[config.mk]
export PLATFORM = sky130hd
export DESIGN_NAME = fifo_wptr_full
export DESIGN_NICKNAME = d
export VERILOG_FILES = /design/src/rtl/fifo_pkg.sv /design/src/rtl/fifo_gray2bin.sv /design/src/rtl/fifo_wptr_full.sv
export SDC_FILE = /design/constraint.sdc
export NUM_CORES = 1
export LEC_CHECK = 0
export CORE_UTILIZATION = 50
export CTS_BUF_LIST = sky130_fd_sc_hd__clkbuf_4
export CTS_CLUSTER_DIAMETER = 120
export CTS_CLUSTER_SIZE = 30
export DETAILED_ROUTE_END_ITERATION = 16
export HOLD_SLACK_MARGIN = 0.1
export PLACE_DENSITY_LB_ADDON = 0.2
export SETUP_SLACK_MARGIN = 0.15
export SKIP_LAST_GASP = 1
export SYNTH_ARGS = -nofsm -noshare
export SYNTH_HDL_FRONTEND = slang
export SYNTH_SLANG_ARGS = --single-unit
[constraint.sdc]
create_clock -name Wclk -period 4.7 [get_ports Wclk]
set_input_delay 0.94 -clock Wclk [delete_from_list [all_inputs] [get_ports Wclk]]
set_output_delay 0.94 -clock Wclk [all_outputs]
set_load 0.1 [all_outputs]
[src/rtl/fifo_pkg.sv]
// Shared asynchronous-FIFO definitions: default pointer geometry and Gray/binary helpers
// used by both the write-side and read-side pointer controllers.
package fifo_pkg;

  localparam int ADDR_WIDTH = 3;
  localparam int PTR_WIDTH  = ADDR_WIDTH + 1;
  localparam int FUNC_WIDTH = 16;

  function automatic logic [FUNC_WIDTH-1:0] bin2gray(input logic [FUNC_WIDTH-1:0] bin);
    return bin ^ (bin >> 1);
  endfunction

  // Callers zero-extend narrower pointers; leading zeros do not disturb the prefix XOR.
  function automatic logic [FUNC_WIDTH-1:0] gray2bin(input logic [FUNC_WIDTH-1:0] gray);
    logic [FUNC_WIDTH-1:0] bin_v;
    bin_v = gray;
    for (int i = 1; i < FUNC_WIDTH; i++) begin
      bin_v = bin_v ^ (gray >> i);
    end
    return bin_v;
  endfunction

endpackage

[src/rtl/fifo_gray2bin.sv]
// Combinational Gray-to-binary converter (XOR prefix from the MSB down).
module fifo_gray2bin #(
  parameter int Width = 4
) (
  input  logic [Width-1:0] gray,
  output logic [Width-1:0] bin
);

  // Each binary bit is the XOR of all Gray bits at or above it.
  always_comb begin
    bin = gray;
    for (int i = Width - 2; i >= 0; i--) begin
      bin[i] = bin[i+1] ^ gray[i];
    end
  end

endmodule

[src/rtl/fifo_wptr_full.sv]
// Write-side pointer and flag controller of the asynchronous FIFO: drives the memory write
// port, exports the Gray write pointer and derives full/almost-full/level/overflow in Wclk.
module fifo_wptr_full
  import fifo_pkg::*;
#(
  parameter int Data_width         = 8,
  parameter int Depth              = 8,
  parameter int Address_width      = ADDR_WIDTH,
  parameter int Almost_full_margin = 2
) (
  input  logic                     Wclk,
  input  logic                     Wrst,
  input  logic                     Winc,
  input  logic [Address_width:0]   Wq2_rptr,
  output logic                     Wclken,
  output logic [Address_width-1:0] Wadder,
  output logic [Address_width:0]   Wptr,
  output logic                     Wfull,
  output logic                     Walmost_full,
  output logic [Address_width:0]   Wlevel,
  output logic                     Woverflow
);

  localparam int PW = Address_width + 1;
  localparam logic [PW-1:0] DEPTH_P   = PW'(Depth);
  localparam logic [PW-1:0] AF_THRESH = PW'(Depth - Almost_full_margin);

  if ((Data_width < 1) || (Address_width < 2) || (Depth != (1 << Address_width)) ||
      (Almost_full_margin < 1) || (Almost_full_margin > Depth - 1)) begin : g_bad_params
    $error("fifo_wptr_full: illegal parameter combination");
  end

  logic [PW-1:0] wbin_r;
  logic [PW-1:0] wbin_next_s;
  logic [PW-1:0] wgray_next_s;
  logic [PW-1:0] rbin_s;
  logic [PW-1:0] full_cmp_s;
  logic [PW-1:0] diff_s;
  logic [PW-1:0] level_next_s;
  logic          full_next_s;
  logic          af_next_s;

  fifo_gray2bin #(.Width(PW)) u_rptr_g2b (
    .gray (Wq2_rptr),
    .bin  (rbin_s)
  );

  // A write presented during reset never reaches the memory.
  assign Wclken = Winc & ~Wfull & ~Wrst;
  assign Wadder = wbin_r[Address_width-1:0];

  // Next-state pointers and flags, evaluated on the post-write pointer and current read pointer.
  always_comb begin
    wbin_next_s  = wbin_r + {{(PW-1){1'b0}}, Wclken};
    wgray_next_s = PW'(bin2gray(FUNC_WIDTH'(wbin_next_s)));
    full_cmp_s   = {~Wq2_rptr[PW-1:PW-2], Wq2_rptr[PW-3:0]};
    full_next_s  = (wgray_next_s == full_cmp_s);
    diff_s       = wbin_next_s - rbin_s;
    af_next_s    = (diff_s >= AF_THRESH);
    if (diff_s > DEPTH_P) begin
      level_next_s = DEPTH_P;
    end else begin
      level_next_s = diff_s;
    end
  end

  // Pointer and flag registers; overflow stays set until reset.
  always_ff @(posedge Wclk) begin
    if (Wrst) begin
      wbin_r       <= '0;
      Wptr         <= '0;
      Wfull        <= 1'b0;
      Walmost_full <= 1'b0;
      Wlevel       <= '0;
      Woverflow    <= 1'b0;
    end else begin
      wbin_r       <= wbin_next_s;
      Wptr         <= wgray_next_s;
      Wfull        <= full_next_s;
      Walmost_full <= af_next_s;
      Wlevel       <= level_next_s;
      Woverflow    <= Woverflow | (Winc & Wfull);
    end
  end

endmodule
== After elaboration in Yosys (flattened, before gate mapping) ==
Index checks and enable logic that the tools add are counted.

* Word-level logic and storage cells: 25
* Output and inout port bits: 15
* Input port bits: 7
* Register bits after elaboration: 15

* Order comparisons: 2
* Reductions and logical operators: 1
* $add $sub $neg: 2
* Muxes and demuxes: 1
* Equality and inequality tests: 1
* Bitwise gates (word level): 11

{| class="wikitable"
|+ Operator list
! cell !! number
|-
| adder 4 x 1 -> 4 bit || 1
|-
| == test 4 bit || 1
|-
| greater-or-equal comparator 4 x 3 -> 1 bit (second input constant) || 1
|-
| greater-than comparator 4 bit (second input constant) || 1
|-
| two-way mux 4 bit || 1
|-
| subtractor 4 bit || 1
|-
| bitwise XOR 4 x 3 -> 4 bit || 1
|-
| AND 1 bit || 3
|-
| bitwise XOR 1 bit || 3
|-
| NOT 1 bit || 2
|-
| NOT 2 bit || 1
|-
| OR reduction 2 bit || 1
|-
| OR 1 bit || 1
|}

== Longest topological paths before layout ==
Gate-level depths: netlist of the first run.

* Depth in word-level cells: 7
* Mapped depth: 10
* Mapped depth without buffers: 10

== By module ==
A second synthesis of the first run with hierarchy kept.

* Cell total of the unflattened synthesis: 68
* Area total of the unflattened synthesis: 701.9 µm²

{| class="wikitable"
|+ Modules (own cells, without submodules)
! module !! cells an instance !! times used !! area an instance (µm²) !! sequential area each (µm²)
|-
| fifo_wptr_full || 63 || 1 || 651.9 || 280.3
|-
| fifo_gray2bin || 5 || 1 || 50.0 || 0.0
|}

== Worst setup path before layout of the first run ==
No wires, ideal clock.

* Path type: input to register
* Start point: in Wrst
* End point: reg Wlevel[1]
* Path slack: -0.793 ns
* Buffers on the path: 0
* Data arrival time: 5.413 ns
* Cell stages on the path: 10
* Cells stage by stage: nor3b_1 > ha_1 > ha_1 > xnor2_1 > inv_2 > ha_1 > and3_1 > a311o_1 > xor2_1 > nor3b_1

* Cells in the longest elaborated chain, start to end: 6

{| class="wikitable"
|+ RTL lines
! what !! RTL line !! source
|-
| start, declared || fifo_wptr_full.sv:12 || <nowiki>input logic Wrst,</nowiki>
|-
| NOT 1 bit || fifo_wptr_full.sv:49 || <nowiki>assign Wclken = Winc & ~Wfull & ~Wrst;</nowiki>
|-
| AND 1 bit || fifo_wptr_full.sv:49 ||
|-
| adder 4 x 1 -> 4 bit || fifo_wptr_full.sv:54 || <nowiki>wbin_next_s = wbin_r + {{(PW-1){1'b0}}, Wclken};</nowiki>
|-
| named net wbin_next_s[2] || fifo_wptr_full.sv:34 || <nowiki>logic [PW-1:0] wbin_next_s;</nowiki>
|-
| subtractor 4 bit || fifo_wptr_full.sv:58 || <nowiki>diff_s = wbin_next_s - rbin_s;</nowiki>
|-
| greater-than comparator 4 bit || fifo_wptr_full.sv:60 || <nowiki>if (diff_s > DEPTH_P) begin</nowiki>
|-
| OR reduction 2 bit (no source line) || n/a ||
|-
| end signal, assigned || fifo_wptr_full.sv:81 || <nowiki>Wlevel <= level_next_s;</nowiki>
|-
| end, declared || fifo_wptr_full.sv:20 || <nowiki>output logic [Address_width:0] Wlevel,</nowiki>
|}

The timed path passes the listed nets, and every way through them passes these cells.
A chain may end at the register's enable or synchronous reset.

== Worst setup path in the final report of the first run ==
* Start point: in Winc
* End point: reg Wlevel[2]

* Cells in the longest elaborated chain, start to end: 6

{| class="wikitable"
|+ RTL lines
! what !! RTL line !! source
|-
| start, declared || fifo_wptr_full.sv:13 || <nowiki>input logic Winc,</nowiki>
|-
| AND 1 bit (*) (2 in a row) || fifo_wptr_full.sv:49 ||
|-
| adder 4 x 1 -> 4 bit (*) || fifo_wptr_full.sv:54 ||
|-
| named net wbin_next_s[2] || fifo_wptr_full.sv:34 ||
|-
| subtractor 4 bit (*) || fifo_wptr_full.sv:58 ||
|-
| greater-than comparator 4 bit || fifo_wptr_full.sv:60 ||
|-
| OR reduction 2 bit (no source line) || n/a ||
|}

Mark *: on every way through the listed nets, which the timed path passes. The rest lies on a longest branch.

==> results of run 1 <==
==> registers in the layout, indices dropped and copies added (netlist names) <==
signal        cells
Walmost_full      1
Wfull             1
Wlevel            4
Woverflow         1
Wptr              4
wbin_r            3
==> placed cells by master (no fill, tap or decap), types with 2 or more instances in the layout <==
| cell type | n |
|---|---|
| a21oi_1 | 4 |
| and3_1 | 3 |
| buf_4 | 2 |
| clkbuf_4 | 3 |
| clkdlybuf4s50_1 | 20 |
| dfxtp_1 | 14 |
| ha_1 | 6 |
| inv_1 | 2 |
| nand2_1 | 3 |
| nor2_1 | 9 |
| nor3_1 | 4 |
| nor3b_1 | 3 |
| xnor2_1 | 9 |
| xor2_1 | 5 |
==> per-layer routing <==
| metal | vias to the layer above | part of all wire | GRT usage |
|---|---|---|---|
| li1 | 300 | - | - |
| met1 | 252 | 0.48 | 0.2544 |
| met2 | 16 | 0.48 | 0.3167 |
| met3 | 2 | 0.034 | 0.05114 |
| met4 | 0 | 0.013 | 0.07759 |
| met5 | - | 0 | 0 |
==> report_power, final <==
part           switching, mW  internal [mW]  total, mW
logic                  0.117         0.0496      0.167
registers            0.00318          0.129      0.132
clock network         0.0359         0.0307     0.0666
total                  0.156          0.210      0.366
==> synthesized netlist by cell type (all sizes together) <==
cell | instances | area (µm²)
a311o | 1 | 10.01
xnor3 | 1 | 22.52
nor2b | 1 | 6.260
xnor2 | 9 | 78.83
a211oi | 1 | 7.510
nand2 | 3 | 11.26
and2 | 1 | 6.260
nor3 | 4 | 20.02
inv | 3 | 11.26
dfxtp | 14 | 280.3
ha | 6 | 75.07
nor3b | 4 | 30.03
nand3 | 1 | 5.000
clkbuf | 1 | 3.750
o211ai | 1 | 7.510
xor2 | 5 | 43.79
and3 | 3 | 18.77
nor2 | 9 | 33.78
a21oi | 4 | 20.02
o21ai | 1 | 5.000
==> worst paths after layout <==
kind	end	slack [ns]	cells past startpoint
worst min-delay path	Woverflow	0.48	2
worst max register to register	Wlevel[2]	1.88	10
worst min register to register	Woverflow	0.48	2
worst max-delay path	Wlevel[2]	1.08	11
==> worst reg2reg max path, stage by stage (launching register included) <==
cell and delay (ns):
dfxtp_1 0.38, nor3b_2 0.07, ha_1 0.25, ha_1 0.24, xnor2_1 0.45, inv_2 0.08
ha_1 0.35, and3_1 0.18, a311o_1 0.36, xor2_1 0.20, nor3b_1 0.19
==> final cells by class <==
class | count | area [µm²] | area share
Clock inverter | 1 | 3.754 | 0.003916
Clock buffer | 3 | 22.52 | 0.02350
Multi-Input combinational cell | 55 | 406.6 | 0.4243
Timing Repair Buffer | 22 | 215.2 | 0.2245
Inverter | 3 | 11.26 | 0.01175
Tap cell | 15 | 18.77 | 0.01958
Sequential cell | 14 | 280.3 | 0.2924
==> kinds of logic (layout without fill, tap and decap cells) <==
family,after synthesis,after routing,share of synthesized area
and+or+nand+nor,26,26,0.1885
buffers and inverters,4,29,0.02154
adders and majority gates,6,6,0.1077
xor gates and xnor gates,15,15,0.2083
AOI/OAI and AO/OA,8,8,0.07182
DFF,14,14,0.4022
==> results.md, run 1 <==
- Sequential element share of the synthesized area: 0.4022
- H-tree depth: 1
- Rel. slew slack: 0.3515
- Worst hold slack: 0.4799 ns
- Hold Startpoint: Woverflow
- DP Worst Slack: 0.7648 ns
- Worst EP arrival: 3.82 ns
- Syn Inst Count: 73
- Post-Syn Area per Cell: 9.547 µm²
- Leak: 0.4054 nW
- Final WS setup: 1.075 ns
- Via Count: 570
- WL/cell: 11.19 µm
- Fin crit share: 0.7712
- PostCTS Resize Cnt: 0
- Peak VDD IR: 0.0002507 V
- Max cap viols: 0
- Routed WL: 1265 µm
- Worst slew pin tran: 0.9697 ns
- Final #Nets: 112
- Initial antenna violation count: 0
- Mapped Area: 696.9 µm²
- Post-CTS Setup Repair Bufs: 0
- CP Max Fanout: 6
- Crit start category: input pin
- Num rows: 13
- Initial Util: 0.5356
- Final Non-Filler Cells: 113
- DP Area: 932.1 µm²
- Critical-path cell list: clkdlybuf4s50_1 > nor3b_2 > ha_1 > ha_1 > xnor2_1 > inv_2 > ha_1 > and3_1 > a311o_1 > xor2_1 > nor3b_1
- TritonCTS sink count: 14
- Die height: 39.34 µm
- RSZ-0062 raised after global routing: false
- Tot Pwr: 0.3660 mW
- Status: complete, but fails checks
- Worst r2r src: Wfull
- # hold bufs at CTS: 0
- Minimum clock period: 3.625 ns
- # diodes: 0
- Final Hold Fails: 0
- Largest net degree at the start of global routing: 15
- Placed instance count: 109
- CP required: 4.90 ns
- Post-DRT Antenna Nets: 0
- Net count of the mapped netlist: 86
- Number of buffers and inverters on the critical path: 2
- Clk_skew: 0.001389 ns
- Global route overflow: 0
- TritonRoute pass-1 iters: 10
- Detailed Route Iter0 Violations: 4
- Clk slew on worst S/H paths: 0.08 ns
- Area of the core: 1301 µm²
- Post-DP HPWL: 1037 µm
- Number of port buffers: 21
- Post-synth cell types: 21
- Critical path class: input pin to register
- Total Routing Usage GR: 0.1988
- Critical Path Sink Type: register
- DRC viols: 1
- I/O Pins: 22
- Failing checks: DRC
- Setup crit start: Winc
- Area Growth Syn to Fin: 37.52%
- Clock Latency Late Sink: 0.27 ns
- TritonCTS Buffers: 3
- Final instance area: 958.4 µm²
- Final max-slew violation count: 0
- Full die area: 1547 µm²
- Pwr dens: 381.9 nW/µm²
- Clk root buf: clkbuf_4
- Max incr delay on CP: 0.45 ns
- Final setup violation count: 0
- Routed vias/inst: 5.044
- Filler Cell Count: 98
- Setup TNS: 0 ns
- YS warnings: 0
- Final core occ: 0.7365
- Yosys reg bits: 14
- Placer Congestion: 0.7085
- Critical Path Slowest Stage Cell: xnor2_1
- Vias in the first global route: 471
- CTS max path bufs: 2
- Top delay family on crit path: adder cells
- Layout cell share with drive strength beyond 1: 0.07143
- Fmax: 0.2759 GHz
- CTS tree: yes
- Worst Hold Class: register to register
- Most frequent CP cell: ha_1
- First-pass GRT wire length: 1994 µm
- Die width: 39.34 µm
(Power assumes the default switching activity.)
==> run 2: changes to the inputs <==
--- a/config.mk
+++ b/config.mk
@@ -5,7 +5,7 @@
 export SDC_FILE = /design/constraint.sdc
 export NUM_CORES = 1
 export LEC_CHECK = 0
-export CORE_UTILIZATION = 50
+export CORE_UTILIZATION = 46
 export CTS_BUF_LIST = sky130_fd_sc_hd__clkbuf_4
 export CTS_CLUSTER_DIAMETER = 120
 export CTS_CLUSTER_SIZE = 30
==> constraint.sdc (replaced) <==
create_clock -name Wclk -period 3.4 [get_ports Wclk]
set_input_delay 0.68 -clock Wclk [delete_from_list [all_inputs] [get_ports Wclk]]
set_output_delay 0.68 -clock Wclk [all_outputs]
set_load 0.1 [all_outputs]
==> run 2 against run 1 <==
Effect of this change: non-clock buffer count increased by 1; the run now ends clean; power up 43%; wire length is 17% higher; critical path depth did not move; largest power group unchanged; clock skew barely moved.
==> results.md, run 2 (synthesis results as in run 1) <==
- Commonest cells after routing, fill and taps aside: clkdlybuf4s50_1, dfxtp_1, nor2_1, xnor2_1
- Global route overflow: 0
- Initial Util: 0.5162
- Final Hold Fails: 0
- Post-CTS Setup Repair Bufs: 0
- Placed instance count: 110
- Via Count: 585
- Die width: 40.93 µm
- TritonRoute pass-1 iters: 4
- Critical path class: input pin to register
- DP Worst Slack: 0.06667 ns
- Final #Nets: 113
- Full die area: 1675 µm²
- CTS max path bufs: 2
- RSZ-0062 raised after global routing: false
- Die height: 40.93 µm
- Final Non-Filler Cells: 114
- Routed vias/inst: 5.132
- Top flop regs: Wlevel (4), Wptr (4), wbin_r (3)
- First-pass GRT wire length: 2352 µm
- WL/cell: 13.04 µm
- Number of port buffers: 21
- Setup TNS: 0 ns
- Sw power: 0.2266 mW
- Layout cell share with drive strength beyond 1: 0.1616
- Vias in the first global route: 547
- Final max-slew violation count: 0
- Post-DRT Antenna Nets: 0
- Comb power frac: 0.459
- Max cap viols: 0
- Critical Path Sink Type: register
- Rel. slew slack: 0.3474
- Fin crit share: 0.8861
- Clk network pwr share: 0.190
- Clk root buf: clkbuf_4
- Crit start category: input pin
- CP required: 3.61 ns
- CP Max Fanout: 6
- Worst EP arrival: 3.22 ns
- Detailed Route Iter0 Violations: 10
- Minimum clock period: 3.013 ns
- Worst slew pin tran: 0.9759 ns
- # hold bufs at CTS: 0
- Initial antenna violation count: 0
- TritonCTS sink count: 14
- Worst Hold Class: register to register
- Total Routing Usage GR: 0.2330
- Clk_skew: 0.0009915 ns
- PostCTS Resize Cnt: 0
- Final setup violation count: 0
- Leak: 0.4175 nW
- Largest net degree at the start of global routing: 15
- Clk slew on worst S/H paths: 0.08 ns
- Commonest non-fill, non-tap cell in the layout: clkdlybuf4s50_1
- Seq pwr share: 0.351
- P_int: 0.2962 mW
- Clock Latency Late Sink: 0.29 ns
- Status: completed
- Peak VDD IR: 0.0004007 V
- Fmax: 0.3319 GHz
- Area of the core: 1350 µm²
- Switching Share: 0.4333
- Area Growth Syn to Fin: 47.04%
- CTS tree: yes
- Post-DP HPWL: 1236 µm
- Pwr dens: 510.2 nW/µm²
- I/O Pins: 22
- Placer Congestion: 0.7672
- Final WS setup: 0.3872 ns
- DRC viols: 0
- # diodes: 0
- Routed WL: 1486 µm
- Num rows: 13
- H-tree depth: 1
- TritonCTS Buffers: 3
run 2: cell types whose count changed in the layout (fill, tap and decap cells not counted), moves of 2 or more:
cell             change
clkdlybuf4s50_1      -3
ha_1                 -3
buf_4                +3
ha_4                 +2
run 2: layout make-up:
| type | count | area (µm²) |
|---|---|---|
| clock buffers | 3 | 22.52 |
| clock inverters | 1 | 3.754 |
| fillers | 88 | 325.3 |
| inverters | 3 | 11.26 |
| multi-input cells | 55 | 459.2 |
| flip-flops and latches | 14 | 281.5 |
| well taps | 15 | 18.77 |
| repair buffers | 23 | 227.7 |
run 2: worst paths after layout:
check | from | end | slack, ns | depth (start not counted)
max | Winc | Wlevel[1] | 0.39 | 11
min | Woverflow | Woverflow | 0.52 | 2
min reg2reg | Woverflow | Woverflow | 0.52 | 2
max reg2reg | Wfull | Wlevel[1] | 0.91 | 10
run 2: worst max-delay path, stage by stage:
cell,delay (ns)
clkdlybuf4s50_1,0.48
nor3b_4,0.25
ha_2,0.27
ha_4,0.18
xnor2_4,0.15
inv_2,0.09
ha_4,0.23
and3_1,0.16
a311o_1,0.31
xor2_1,0.20
nor3b_1,0.22
run 2: per-layer routing:
metal	share of wire	vias up	GRT usage
met1	0.43	268	0.2300
met2	0.51	12	0.4180
met5	0	-	0
met4	0.033	0	0.1500
li1	-	300	-
met3	0.026	5	0.06522
run 2: power groups by stage:
stage	clock (mW)	combinational [mW]	sequential, mW
4_1_cts	0.100	0.241	0.184
3_5_place_dp	0	0.241	0.188
6_report	0.0991	0.240	0.184
3_3_place_gp	0	0.236	0.187
5_1_grt	0.107	0.255	0.186
2_1_floorplan	0	0.0742	0.296
run 2: stage by stage:
step                      instance area [µm²]  hold slack [ns]  utilization  power [mW]
final                                    1025           0.5237       0.7590      0.5228
after global routing                     1025           0.5743       0.7590      0.5479
after CTS                                1025           0.5334       0.7590      0.5255
after detailed placement                998.5           0.5184       0.7396      0.4289
after global placement                  998.5           0.4499       0.7396      0.4238
after floorplan                         755.7           0.7516            -      0.3701
